File: config.mk
export PLATFORM = sky130hd
export DESIGN_NAME = conv_encoder_flat
export DESIGN_NICKNAME = d
export VERILOG_FILES = /design/src/rtl/conv_encoder_if.sv /design/src/rtl/conv_encoder.sv /design/src/flat_wrapper.sv
export SDC_FILE = /design/constraint.sdc
export NUM_CORES = 1
export LEC_CHECK = 0
export ABC_AREA = 0
export BUFFER_PORTS_ARGS = -buffer_cell sky130_fd_sc_hd__buf_2
export CAP_MARGIN = 20
export CORE_AREA = 5 5 42 44
export CTS_BUF_LIST = sky130_fd_sc_hd__clkbuf_2
export DETAILED_ROUTE_END_ITERATION = 8
export DIE_AREA = 0 0 47 49
export HOLD_SLACK_MARGIN = 0.03
export SLEW_MARGIN = 15
export SYNTH_ARGS = -nofsm -noshare
export SYNTH_HDL_FRONTEND = slang
export SYNTH_SLANG_ARGS = --single-unit
File: constraint.sdc
create_clock -name clk -period 2.7 [get_ports clk]
set_clock_uncertainty 0.2 [all_clocks]
set_input_delay 0.54 -clock clk [delete_from_list [all_inputs] [get_ports clk]]
set_output_delay 0.54 -clock clk [all_outputs]
set_load 0.05 [all_outputs]
File: src/rtl/conv_encoder_if.sv
// Handshake bundle for conv_encoder: bit input side,
// code-symbol output side and frame status.
interface conv_encoder_if;
  logic       in_bit;
  logic       in_valid;
  logic       in_ready;
  logic [1:0] sym;
  logic       sym_valid;
  logic       sym_ready;
  logic       sym_last;
  logic       busy;

  modport master (
    output in_bit, in_valid, sym_ready,
    input  in_ready, sym, sym_valid, sym_last, busy
  );

  modport slave (
    input  in_bit, in_valid, sym_ready,
    output in_ready, sym, sym_valid, sym_last, busy
  );
endinterface

File: src/rtl/conv_encoder.sv
// Rate-1/2, K=3 convolutional encoder with framed output.
// CONV_ENC_TAIL_EN appends two zero tail bits per frame.
module conv_encoder #(
  parameter int         FRAME_LEN = 8,
  parameter logic [2:0] G0        = 3'b111,
  parameter logic [2:0] G1        = 3'b101
) (
  input logic           clk,
  input logic           rst,
  conv_encoder_if.slave bus
);

  localparam int CW = (FRAME_LEN > 1) ?
                      $clog2(FRAME_LEN) : 1;
  localparam logic [CW-1:0] CNT_LAST =
    CW'(FRAME_LEN - 1);

  logic [CW-1:0] bit_cnt_q, bit_cnt_d;
  logic          s1_q, s1_d;
  logic          s2_q, s2_d;
  logic [1:0]    sym_q, sym_d;
  logic          vld_q, vld_d;
  logic          last_q, last_d;
  logic          adv;
  logic          in_rdy;

`ifdef CONV_ENC_TAIL_EN
  typedef enum logic {DATA, TAIL} state_e;
  state_e state_q, state_d;
  logic   tail_cnt_q, tail_cnt_d;
`endif

  function automatic logic [1:0] encode(
    input logic u,
    input logic a,
    input logic b
  );
    return {^({u, a, b} & G0), ^({u, a, b} & G1)};
  endfunction

  always_comb begin
    bit_cnt_d = bit_cnt_q;
    s1_d      = s1_q;
    s2_d      = s2_q;
    sym_d     = sym_q;
    last_d    = last_q;
    vld_d     = vld_q;
    adv       = !vld_q || bus.sym_ready;
    in_rdy    = 1'b0;
`ifdef CONV_ENC_TAIL_EN
    state_d    = state_q;
    tail_cnt_d = tail_cnt_q;
`endif
    if (vld_q && bus.sym_ready)
      vld_d = 1'b0;
`ifdef CONV_ENC_TAIL_EN
    unique case (1'b1)
      state_q == DATA: begin
        in_rdy = adv && !rst;
        if (in_rdy && bus.in_valid) begin
          sym_d  = encode(bus.in_bit, s1_q, s2_q);
          vld_d  = 1'b1;
          last_d = 1'b0;
          s1_d   = bus.in_bit;
          s2_d   = s1_q;
          if (bit_cnt_q == CNT_LAST) begin
            bit_cnt_d = '0;
            state_d   = TAIL;
          end else begin
            bit_cnt_d = bit_cnt_q + 1'b1;
          end
        end
      end
      state_q == TAIL: begin
        if (adv) begin
          sym_d      = encode(1'b0, s1_q, s2_q);
          vld_d      = 1'b1;
          last_d     = tail_cnt_q;
          s1_d       = 1'b0;
          s2_d       = s1_q;
          tail_cnt_d = !tail_cnt_q;
          if (tail_cnt_q)
            state_d = DATA;
        end
      end
      default: ;
    endcase
`else
    in_rdy = adv && !rst;
    if (in_rdy && bus.in_valid) begin
      sym_d  = encode(bus.in_bit, s1_q, s2_q);
      vld_d  = 1'b1;
      last_d = 1'b0;
      s1_d   = bus.in_bit;
      s2_d   = s1_q;
      if (bit_cnt_q == CNT_LAST) begin
        // next frame must start in trellis state 0
        bit_cnt_d = '0;
        last_d    = 1'b1;
        s1_d      = 1'b0;
        s2_d      = 1'b0;
      end else begin
        bit_cnt_d = bit_cnt_q + 1'b1;
      end
    end
`endif
  end

  always_ff @(posedge clk) begin
    if (rst) begin
      bit_cnt_q <= '0;
      s1_q      <= 1'b0;
      s2_q      <= 1'b0;
      sym_q     <= 2'b00;
      vld_q     <= 1'b0;
      last_q    <= 1'b0;
`ifdef CONV_ENC_TAIL_EN
      state_q    <= DATA;
      tail_cnt_q <= 1'b0;
`endif
    end else begin
      bit_cnt_q <= bit_cnt_d;
      s1_q      <= s1_d;
      s2_q      <= s2_d;
      sym_q     <= sym_d;
      vld_q     <= vld_d;
      last_q    <= last_d;
`ifdef CONV_ENC_TAIL_EN
      state_q    <= state_d;
      tail_cnt_q <= tail_cnt_d;
`endif
    end
  end

  assign bus.in_ready  = in_rdy;
  assign bus.sym       = sym_q;
  assign bus.sym_valid = vld_q;
  assign bus.sym_last  = last_q;
`ifdef CONV_ENC_TAIL_EN
  assign bus.busy = (bit_cnt_q != '0) ||
                    (state_q == TAIL);
`else
  assign bus.busy = (bit_cnt_q != '0);
`endif

endmodule
File: src/flat_wrapper.sv
// flat-port wrapper written by rule: the top's interface ports become plain ports
module conv_encoder_flat 
#(
  parameter int         FRAME_LEN = 8,
  parameter logic [2:0] G0        = 3'b111,
  parameter logic [2:0] G1        = 3'b101
)
  (clk, rst, bus_in_bit, bus_in_valid, bus_sym_ready, bus_in_ready, bus_sym, bus_sym_valid, bus_sym_last, bus_busy);
  conv_encoder_if bus_i ();
  input logic clk;
  input logic rst;
  input wire logic [$bits(bus_i.in_bit)-1:0] bus_in_bit;
  input wire logic [$bits(bus_i.in_valid)-1:0] bus_in_valid;
  input wire logic [$bits(bus_i.sym_ready)-1:0] bus_sym_ready;
  output wire logic [$bits(bus_i.in_ready)-1:0] bus_in_ready;
  output wire logic [$bits(bus_i.sym)-1:0] bus_sym;
  output wire logic [$bits(bus_i.sym_valid)-1:0] bus_sym_valid;
  output wire logic [$bits(bus_i.sym_last)-1:0] bus_sym_last;
  output wire logic [$bits(bus_i.busy)-1:0] bus_busy;
  assign bus_i.in_bit = bus_in_bit;
  assign bus_i.in_valid = bus_in_valid;
  assign bus_i.sym_ready = bus_sym_ready;
  assign bus_in_ready = bus_i.in_ready;
  assign bus_sym = bus_i.sym;
  assign bus_sym_valid = bus_i.sym_valid;
  assign bus_sym_last = bus_i.sym_last;
  assign bus_busy = bus_i.busy;
  conv_encoder #(.FRAME_LEN(FRAME_LEN), .G0(G0), .G1(G1)) u_core (.clk(clk), .rst(rst), .bus(bus_i));
endmodule
# ---- Word level (Yosys, flattened, before mapping)
# Cells that the tools add are included.
# W data, S select, Z words.
dict set report op_classes {
  add_sub_neg 1
  eq_ne 1
  muxes 6
  n_reduce_logical 10
}
# op n
set ops {}
lappend ops {{$reduce_xor A3 Y1} 2}
lappend ops {{$mux W1} 5}
lappend ops {{$add A3 B1 Y3 const B} 1}
lappend ops {{$eq A3 B3 Y1 const B} 1}
lappend ops {{$logic_and A1 B1 Y1} 3}
lappend ops {{$mux W3} 1}
lappend ops {{$reduce_bool A3 Y1} 1}
lappend ops {{$logic_not A1 Y1} 2}
lappend ops {{$reduce_bool A2 Y1} 1}
lappend ops {{$logic_or A1 B1 Y1} 1}
dict set report word_totals {
  regBits 9
  inputBits 5
  output_inout_bits 6
}

# ---- Depth between registers and ports, before layout
# Gate-level depths: netlist (run 1).
dict set report depth {
  word_depth 5
  mapped_depth 4
}

# ---- Worst setup path before layout (run 1)
# OpenSTA, ideal clock, no wires.
dict set report synth_timing {
  kind {register to output}
  from {register u_core.vld_q, in the netlist u_core.bus.sym_valid}
  to {output port bus_in_ready}
  t_arrival_ps 1437
  path_slack_ps 523
  path_stages_with_launch 4
  n_path_buf 1
  cell_sequence {dfxtp_1 -> nor2b_4 -> buf_6 -> nor2_1}
}
dict set report synth_between {
  elab_chain_len 3
}
# item line_no
set synth_lines {}
lappend synth_lines {{start, declared} conv_encoder.sv:22} ;# logic vld_q, vld_d;
lappend synth_lines {{start signal, assigned} conv_encoder.sv:126} ;# vld_q <= vld_d;
lappend synth_lines {{$logic_not A1 Y1} conv_encoder.sv:48} ;# adv = !vld_q || bus.sym_ready;
lappend synth_lines {{$logic_or A1 B1 Y1} conv_encoder.sv:48}
lappend synth_lines {{$logic_and A1 B1 Y1} conv_encoder.sv:89} ;# in_rdy = adv && !rst;
lappend synth_lines {{end, declared} flat_wrapper.sv:15} ;# output wire logic [$bits(bus_i.in_ready)-1:0] bus_in_ready;
# Every way passes these cells.

# ---- Worst setup path in the final report (run 1)
dict set report layout_timing {
  from {register u_core.bit_cnt_q[0]}
  to {output port bus_busy}
}
dict set report layout_between {
  elab_chain_len 1
}
# item line_no
set layout_lines {}
lappend layout_lines {{start, declared} conv_encoder.sv:18} ;# logic [CW-1:0] bit_cnt_q, bit_cnt_d;
lappend layout_lines {{start signal, assigned} conv_encoder.sv:122} ;# bit_cnt_q <= bit_cnt_d;
lappend layout_lines {{$reduce_bool A3 Y1} conv_encoder.sv:143} ;# assign bus.busy = (bit_cnt_q != '0);
lappend layout_lines {{end, declared} flat_wrapper.sv:19} ;# output wire logic [$bits(bus_i.busy)-1:0] bus_busy;
# Every way passes these cells.

==> results.cfg, run 1 <==
[sta]
worst_slew_pin_slew_ns = 0.424
hold_slack_ns = 0.278
rsz0062_at_grt = no
final_hold_viol_count = 0
fmax_mhz = 517
drv_slew = 0
fin_crit_ns = 1.93
period_share_pct = 71.6
finalSetupTns_ns = 0
slew_headroom_pct = 71.7
setup_viol = 0

[synthesis]
ys_warn_count = 0
synthDistinctLibCells = 18
muxShareOfSynthArea_pct = 2.23
synth.ff_latch_count = 9
synth_xor_area_share_pct = 3.91
synth_top_family_by_area = simple AND/OR/NAND/NOR gates
ys_seq_area_share_pct = 40.2
syn-num-nets = 58
synth_compound_area_share_pct = 13.4
synth-adder-area-share_pct = 8.38
synth-simple-area-share_pct = 26.8
syn-mean-instance-area_um2 = 8.96
syn_inst = 50
syn_area_um2 = 448

[detailed_routing]
drc_errors = 0
wl_per_cell_um = 11.7
dr.pass1.iters = 3
drt-total-wl_um = 915
vias = 385
ant_nets = 0
avgViaCountPerCell = 4.94
drt_iter0_markers = 11

[worst_setup_path]
critical_path.max_fanout = 4
worstSetupStartpointType = flop
slowest_delay_ns = 0.38
critPathCaptureType = primary output
critPathTopFamily = flip-flops
crit_arrival_ns = 1.19
crit_slowest_cell = dfxtp_1
crit_chain = inv_1 -> ha_1 -> nand2b_1 -> buf_2
cp_data_required_time_ns = 1.96
path_buf_inv = 2
path_class = flop to primary output

[floorplanning]
num_rows = 14
die_x_um = 47
core_um2 = 1400
io-pin-count = 11
initial_core_util_pct = 32.0
die_area_um2 = 2300
die_y_um = 49

[clocking]
cts_made_buffers = 3
insertion_delay_ns = 0.26
clk_pin_slew_ns = 0.11
clockBufferDepth = 2
cts_tree = done
cts.sinks = 9
h-tree-depth = 1
hold_buffers = 0
cts_setup_buffers = 0
root_buffer = clkbuf_2
cts_resized = 0

[cells_and_area]
final_nets = 71
layout-drive-gt1-share_pct = 24.2
area_growth_pct = 16.8
diodes = 0

[global_routing]
grt_max_degree = 13
antenna_found_initial = 0
grt_pass1_vias = 385
grt_use_total_pct = 9.45
grt_first_pass_wirelength_um = 1610
grt_remaining_overflow = 0

[status]
status = complete, no violations

[power]
total_leakage_power_nw = 0.225
powerDensity_nw_per_um2 = 548
vdd_ir_drop_max_uv = 205

[placed_design]
hpwl_um = 666
gp_congestion = 0.734
io_buffers = 10

[hold_path]
hold_path.class = flop to flop

[job]
maxCapViolCount = 0
-- cells by family (layout without fill, tap and decap cells) --
family / after synthesis / after routing
compound gates: 12 / 12
fa+ha+maj: 3 / 3
xor+xnor: 2 / 2
flops: 9 / 9
buf+inv: 4 / 16
mux: 1 / 1
simple gates: 19 / 19
-- through the flow --
step,cell area (µm²),utilization (%),power [W],instances,worst slack (ns)
floorplan,448,-,0.000188,50,0.523
global placement,503,35.9,0.000200,74,0.850
detailed placement,503,35.9,0.000201,74,0.840
CTS,523,37.3,0.000287,78,0.760
global route,523,37.3,0.000299,78,0.683
finish,523,37.3,0.000287,78,0.768
-- sequential cells by signal, indices dropped and copies added (netlist names) --
| signal | count |
|---|---|
| u_core.bus.sym_valid | 1 |
| u_core.s2_q | 1 |
| u_core.bus.sym_last | 1 |
| u_core.s1_q | 1 |
| u_core.bus.sym | 2 |
| u_core.bit_cnt_q | 3 |
-- final timing paths --
| kind | endpoint | cells past startpoint | startpoint | slack (ns) |
|---|---|---|---|---|
| worst min register to register | u_core.bus.sym[1]$_SDFFE_PP0P_ | 2 | u_core.bus.sym[1]$_SDFFE_PP0P_ | 0.28 |
| worst max register to register | u_core.bit_cnt_q[0]$_SDFFE_PP0P_ | 4 | u_core.bit_cnt_q[0]$_SDFFE_PP0P_ | 1.00 |
| worst max-delay path | bus_busy | 4 | u_core.bit_cnt_q[0]$_SDFFE_PP0P_ | 0.77 |
| worst min-delay path | u_core.bus.sym[1]$_SDFFE_PP0P_ | 2 | u_core.bus.sym[1]$_SDFFE_PP0P_ | 0.28 |
-- cell type report --
type	instances	area (µm²)
flip-flops and latches	9	180
multi-input cells	37	245
fillers	158	878
inverters	2	7.51
clock buffers	4	20.0
repair buffers	10	50.0
well taps	16	20.0
-- power breakdown --
part           switching (W)  internal (W)
clock              0.0000504     0.0000393
sequential        0.00000392      0.000139
combinational      0.0000383     0.0000161
-- synthesized netlist by cell type --
cell type / count / area share (%)
nor3_1: 2 / 2.2
nand4b_1: 3 / 5.9
dfxtp_1: 9 / 40
inv_1: 2 / 1.7
a21oi_1: 6 / 6.7
or4_1: 1 / 1.7
nor2b_4: 1 / 3.1
ha_1: 3 / 8.4
clkbuf_1: 1 / 0.84
o21ai_0: 6 / 6.7
nor2b_1: 1 / 1.4
nand3_1: 2 / 2.2
xor2_1: 1 / 2.0
nand2b_1: 5 / 7.0
buf_6: 1 / 2.5
mux2i_1: 1 / 2.2
nor2_1: 4 / 3.4
xnor2_1: 1 / 2.0
-- cells in the final DEF, fill, tap and decap left out, types with 3 or more instances in the layout --
cell / Yosys / final
dfxtp_1: 9 / 9
nand4b_1: 3 / 3
nor2_1: 4 / 4
ha_1: 3 / 3
clkbuf_2: 0 / 4
a21oi_1: 6 / 6
o21ai_0: 6 / 6
buf_2: 0 / 10
nand2b_1: 5 / 5
-- tightest hold or removal path, cell delays in order, from the launching register on --
cell      delay, ns
dfxtp_1        0.32
nand2b_1       0.06
mux2i_1        0.06
-- metal layers --
metal  vias up  part of all wire [%]  track usage (%)
li1        197                     -                -
met1       172                    48             11.9
met2        11                    43             13.1
met3         5                   6.0             2.58
met4         0                   2.8             6.91
met5         -                     0                0
Power figures use the tool's default switching activity.
==> run 2, diff against run 1 <==
ABC_AREA = 1   (was 0)
clock period = 1.6 ns   (was 2.7 ns; I/O delays follow)
==> results.cfg, run 2 <==
[floorplanning]
io-pin-count = 11
initial_core_util_pct = 33.5
die_area_um2 = 2300
core_um2 = 1400
num_rows = 14
die_y_um = 49
die_x_um = 47

[status]
status = complete, no violations

[clocking]
insertion_delay_ns = 0.25
clockBufferDepth = 2
root_buffer = clkbuf_2
clk_pin_slew_ns = 0.09
cts_made_buffers = 3
hold_buffers = 0
cts_tree = done
h-tree-depth = 1
cts.sinks = 9

[sta]
fmax_mhz = 655
period_share_pct = 95.4
setup_viol = 0
fin_crit_ns = 1.53
worst_slew_pin_slew_ns = 0.252
rsz0062_at_grt = no
setup_slack_ns = 0.0738
final_hold_viol_count = 0
drv_slew = 0
slew_headroom_pct = 83.3
finalSetupTns_ns = 0

[global_routing]
grt_first_pass_wirelength_um = 1610
grt_use_total_pct = 9.48
grt_remaining_overflow = 0
grt_pass1_vias = 405
grt_max_degree = 14
antenna_found_initial = 0

[detailed_routing]
avgViaCountPerCell = 4.53
ant_nets = 0
vias = 435
drt_iter0_markers = 9
drc_errors = 0
drt-total-wl_um = 890
wl_per_cell_um = 9.27
dr.pass1.iters = 2

[worst_setup_path]
cp_data_required_time_ns = 1.08
critical_path.max_fanout = 2
crit_chain = inv_1 -> ha_2 -> nand2_2 -> buf_6
rrSetupSlack_ns = 0.11
r2r-start = u_core.bit_cnt_q[0]$_SDFFE_PP0P_
crit_arrival_ns = 1.01
path_class = flop to primary output
r2r_end = u_core.s2_q$_SDFFE_PP0P_
slowest_delay_ns = 0.34
reg2reg_depth = 8
critPathLaunch = u_core.bit_cnt_q[0]$_SDFFE_PP0P_
crit_slowest_cell = dfxtp_2
critPathTopFamily = flip-flops
critPathCaptureType = primary output
worstSetupStartpointType = flop
path_buf_inv = 2

[cells_and_area]
layout_commonest_cell = nand2_1
area_growth_pct = 22.7
mostFrequentLayoutCells = nand2_1, inv_1, nor2_1, buf_2, dfxtp_1
top_register = u_core.bit_cnt_q
diodes = 0
layout-drive-gt1-share_pct = 28.7
largest_register_ffs = 3
final_nets = 89

[synthesis]
synthDistinctLibCells = 15
asyncSetResetFlopFracSynth_pct = 0
syn-mean-instance-area_um2 = 7.11
synth.top_cell.area_share_pct = 38.4
synth-main-ff-cell = dfxtp_1
syn_inst = 66
yosysMostFrequentCell = nand2_1
yosys-top-cells-area = dfxtp_1, nand2_1, inv_1, ha_1, nor2_1
ys_seq_area_share_pct = 38.4
synth_area_leader_cell = dfxtp_1
synth_common_cells = nand2_1, inv_1, dfxtp_1, nor2_1
syn_area_um2 = 469
synth.ff_latch_count = 9
synth_edf_count = 0
syn-num-nets = 74
ys_warn_count = 0

[power]
powerDensity_nw_per_um2 = 921
vdd_ir_drop_max_uv = 456
total_leakage_power_nw = 0.306

[placed_design]
io_buffers = 10
dpl_worst_slack_ns = 0.187
hpwl_um = 674
gp_congestion = 0.761

[hold_path]
holdPathEnd = u_core.bit_cnt_q[1]$_SDFFE_PP0P_
hold_path.class = input port to flop
hold_depth = 2
worstHoldStart = rst

[job]
maxCapViolCount = 0
run 2: cell count changes after synthesis, sizes merged, moves of 3 or more:
cell	delta
inv	+10
a21oi	-3
nand2b	-5
nand4	+3
nor2	+4
nand4b	-3
o21ai	-4
nand2	+19
run 2: routing by layer:
layer  track usage, %  wire, µm
met1             12.9       417
met2             12.4       397
met3             2.21        52
met4             6.91        22
met5                0         0
run 2: worst max path at each step:
stage / slack (ns) / depth (start not counted) / endpoint
3_3_place_gp: 0.21 / 4 / bus_busy
3_5_place_dp: 0.19 / 4 / bus_busy
5_1_grt: 0.006 / 4 / bus_busy
2_1_floorplan: 0.03 / 1 / bus_in_ready
6_report: 0.07 / 4 / bus_busy
4_1_cts: 0.009 / 4 / bus_busy
run 2: final cells by class:
cell class	count	area (µm²)
clock buffers	4	20.0
well taps	16	20.0
inverters	12	45.0
flip-flops and latches	9	183
multi-input cells	44	241
fillers	167	826
repair buffers	11	66.3
run 2: logic make-up after synthesis:
group           share of synthesized area (%)
simple gates                             36.3
flops                                    38.4
compound gates                           5.33
buf+inv                                  12.0
fa+ha+maj                                8.00
run 2: worst reg2reg max path: stages, from the launching register on:
cell and delay, ns:
dfxtp_2 0.33, buf_4 0.13, ha_1 0.20, ha_1 0.23, inv_1 0.09, nand2_1 0.05
nand4_1 0.09, nand2_1 0.05, nor2_1 0.07
run 2: through the flow:
| step | utilization (%) | area, µm² | power, W | hold slack (ns) | instances |
|---|---|---|---|---|---|
| finish | 41.1 | 576 | 0.000530 | 0.103 | 96 |
| global route | 41.1 | 576 | 0.000569 | 0.104 | 96 |
| CTS | 39.9 | 559 | 0.000533 | 0.105 | 95 |
| detailed placement | 37.9 | 532 | 0.000377 | 0.268 | 91 |
| global placement | 37.9 | 532 | 0.000376 | 0.257 | 91 |
| floorplan | - | 473 | 0.000349 | 0.189 | 66 |
run 2: repair_timing:
| item | in CTS | in global routing |
|---|---|---|
| buffers inserted | 0 | 1 |
| resized for setup | 3 | 4 |
| cloned | 0 | 0 |
| pin swaps | 0 | 1 |
| endpoints found under the setup margin | 1 | 2 |
run 2: report_power, final:
part | total [W] | internal [W] | switching (W)
logic | 0.000135 | 0.0000436 | 0.0000916
clock network | 0.000148 | 0.0000664 | 0.0000812
registers | 0.000247 | 0.000239 | 0.00000814
total | 0.000530 | 0.000349 | 0.000181
==> run 3, diff against run 2 <==
PLACE_DENSITY = 0.65   (was default)
==> results.cfg, run 3 (synthesized netlist as in run 2, its figures left out) <==
[global_routing]
grt_use_total_pct = 8.41
grt_first_pass_wirelength_um = 1470
grt_remaining_overflow = 0
grt_max_degree = 14
antenna_found_initial = 0
grt_pass1_vias = 363

[worst_setup_path]
r2r_end = u_core.s2_q$_SDFFE_PP0P_
path_buf_inv = 1
critPathTopFamily = flip-flops
critPathLaunch = u_core.bus.sym_valid$_SDFFE_PP0P_
crit_arrival_ns = 1.02
cp_data_required_time_ns = 1.08
crit_chain = a21oi_2 -> buf_2
critical_path.max_fanout = 3
cp_num_cells = 2
slowest_delay_ns = 0.34
path_class = flop to primary output
worstSetupStartpointType = flop
cp-endpoint = bus_in_ready
rrSetupSlack_ns = 0.10
critPathCaptureType = primary output
r2r-start = u_core.bit_cnt_q[0]$_SDFFE_PP0P_
crit_slowest_cell = dfxtp_1
reg2reg_depth = 8

[cells_and_area]
layout-drive-gt1-share_pct = 28.7
largest_register_ffs = 3
layout_commonest_cell = nand2_1
mostFrequentLayoutCells = nand2_1, inv_1, buf_2
fin_area_um2 = 571
nFillCells = 154
final_nets = 89
diodes = 0
fin_cells = 96
area_growth_pct = 21.6
top_register = u_core.bit_cnt_q

[detailed_routing]
dr.pass1.iters = 4
drt_iter0_markers = 11
drc_errors = 0
wl_per_cell_um = 9.46
vias = 431
ant_nets = 0
avgViaCountPerCell = 4.49
drt-total-wl_um = 908

[clocking]
cts_tree = done
clk_pin_slew_ns = 0.11
hold_buffers = 0
insertion_delay_ns = 0.25
root_buffer = clkbuf_2
cts.sinks = 9
h-tree-depth = 1
cts_made_buffers = 3
clockBufferDepth = 2

[sta]
drv_slew = 0
fmax_mhz = 648
slew_headroom_pct = 83.4
setup_slack_ns = 0.0575
period_share_pct = 96.4
fin_crit_ns = 1.54
finalSetupTns_ns = 0
worst_slew_pin_slew_ns = 0.250
setup_viol = 0
final_hold_viol_count = 0
rsz0062_at_grt = no

[power]
powerDensity_nw_per_um2 = 934
switchingPower_w = 0.000186
seqPwrFrac_pct = 46.4
total_leakage_power_nw = 0.306
p_clk_share_pct = 28.7
switching_share_pct = 34.8
p_int_w = 0.000347
vdd_ir_drop_max_uv = 384
pwr-share-comb_pct = 25.0
total_power_w = 0.000533

[floorplanning]
io-pin-count = 11
die_area_um2 = 2300
initial_core_util_pct = 33.5
die_x_um = 47
core_um2 = 1400
die_y_um = 49
num_rows = 14

[hold_path]
worstHoldStart = rst
hold_path.class = input port to flop

[placed_design]
dpl_worst_slack_ns = 0.186
io_buffers = 10
place_area_um2 = 532
hpwl_um = 639
gp_congestion = 0.771
dpl.cell_count = 91

[job]
maxCapViolCount = 0

[status]
status = complete, no violations
==> run 3: worst min-delay path by stage <==
stage	endpoint	slack, ns	depth (start not counted)
floorplan	u_core.bus.sym_valid$_SDFFE_PP0P_	0.19	1
finish	u_core.bit_cnt_q[1]$_SDFFE_PP0P_	0.09	2
CTS	u_core.bit_cnt_q[1]$_SDFFE_PP0P_	0.11	2
detailed placement	u_core.bus.sym[1]$_SDFFE_PP0P_	0.27	2
global route	u_core.bit_cnt_q[1]$_SDFFE_PP0P_	0.11	2
global placement	u_core.bus.sym[1]$_SDFFE_PP0P_	0.26	2
==> run 3: per-layer routing <==
layer | GRT usage [%] | vias up | part of all wire [%]
met5 | 0 | - | 0
met4 | 4.15 | 0 | 2.3
met3 | 2.21 | 4 | 7.2
met2 | 10.6 | 13 | 41
met1 | 12.7 | 177 | 49
li1 | - | 237 | -
==> run 3: power by group through the flow <==
stage / combinational, W / sequential [W] / clock [W]
floorplan: 0.0000725 / 0.000276 / 0
CTS: 0.000130 / 0.000247 / 0.000152
global placement: 0.000124 / 0.000252 / 0
detailed placement: 0.000124 / 0.000252 / 0
global route: 0.000147 / 0.000249 / 0.000166
finish: 0.000133 / 0.000247 / 0.000153
==> run 3: timing repair <==
item / 4_1_cts / 5_1_grt
setup endpoints to repair: 1 / 1
gates resized for setup: 3 / 3
buffers inserted: 0 / 1
pin swaps: 0 / 1
==> run 3: layout make-up <==
cell class	instances	area, µm²	share of cell area [%]
Clock buffer	4	20.0	3.51
Inverter	12	45.0	7.89
Multi-Input combinational cell	44	239	41.9
Sequential cell	9	183	32.0
Tap cell	16	20.0	3.51
Timing Repair Buffer	11	63.8	11.2
==> run 3: through the flow <==
| step | utilization (%) | hold WS, ns |
|---|---|---|
| 6_report | 40.7 | 0.0934 |
| 5_1_grt | 40.7 | 0.110 |
| 2_1_floorplan | - | 0.189 |
| 3_5_place_dp | 37.9 | 0.267 |
| 3_3_place_gp | 37.9 | 0.261 |
| 4_1_cts | 39.9 | 0.110 |
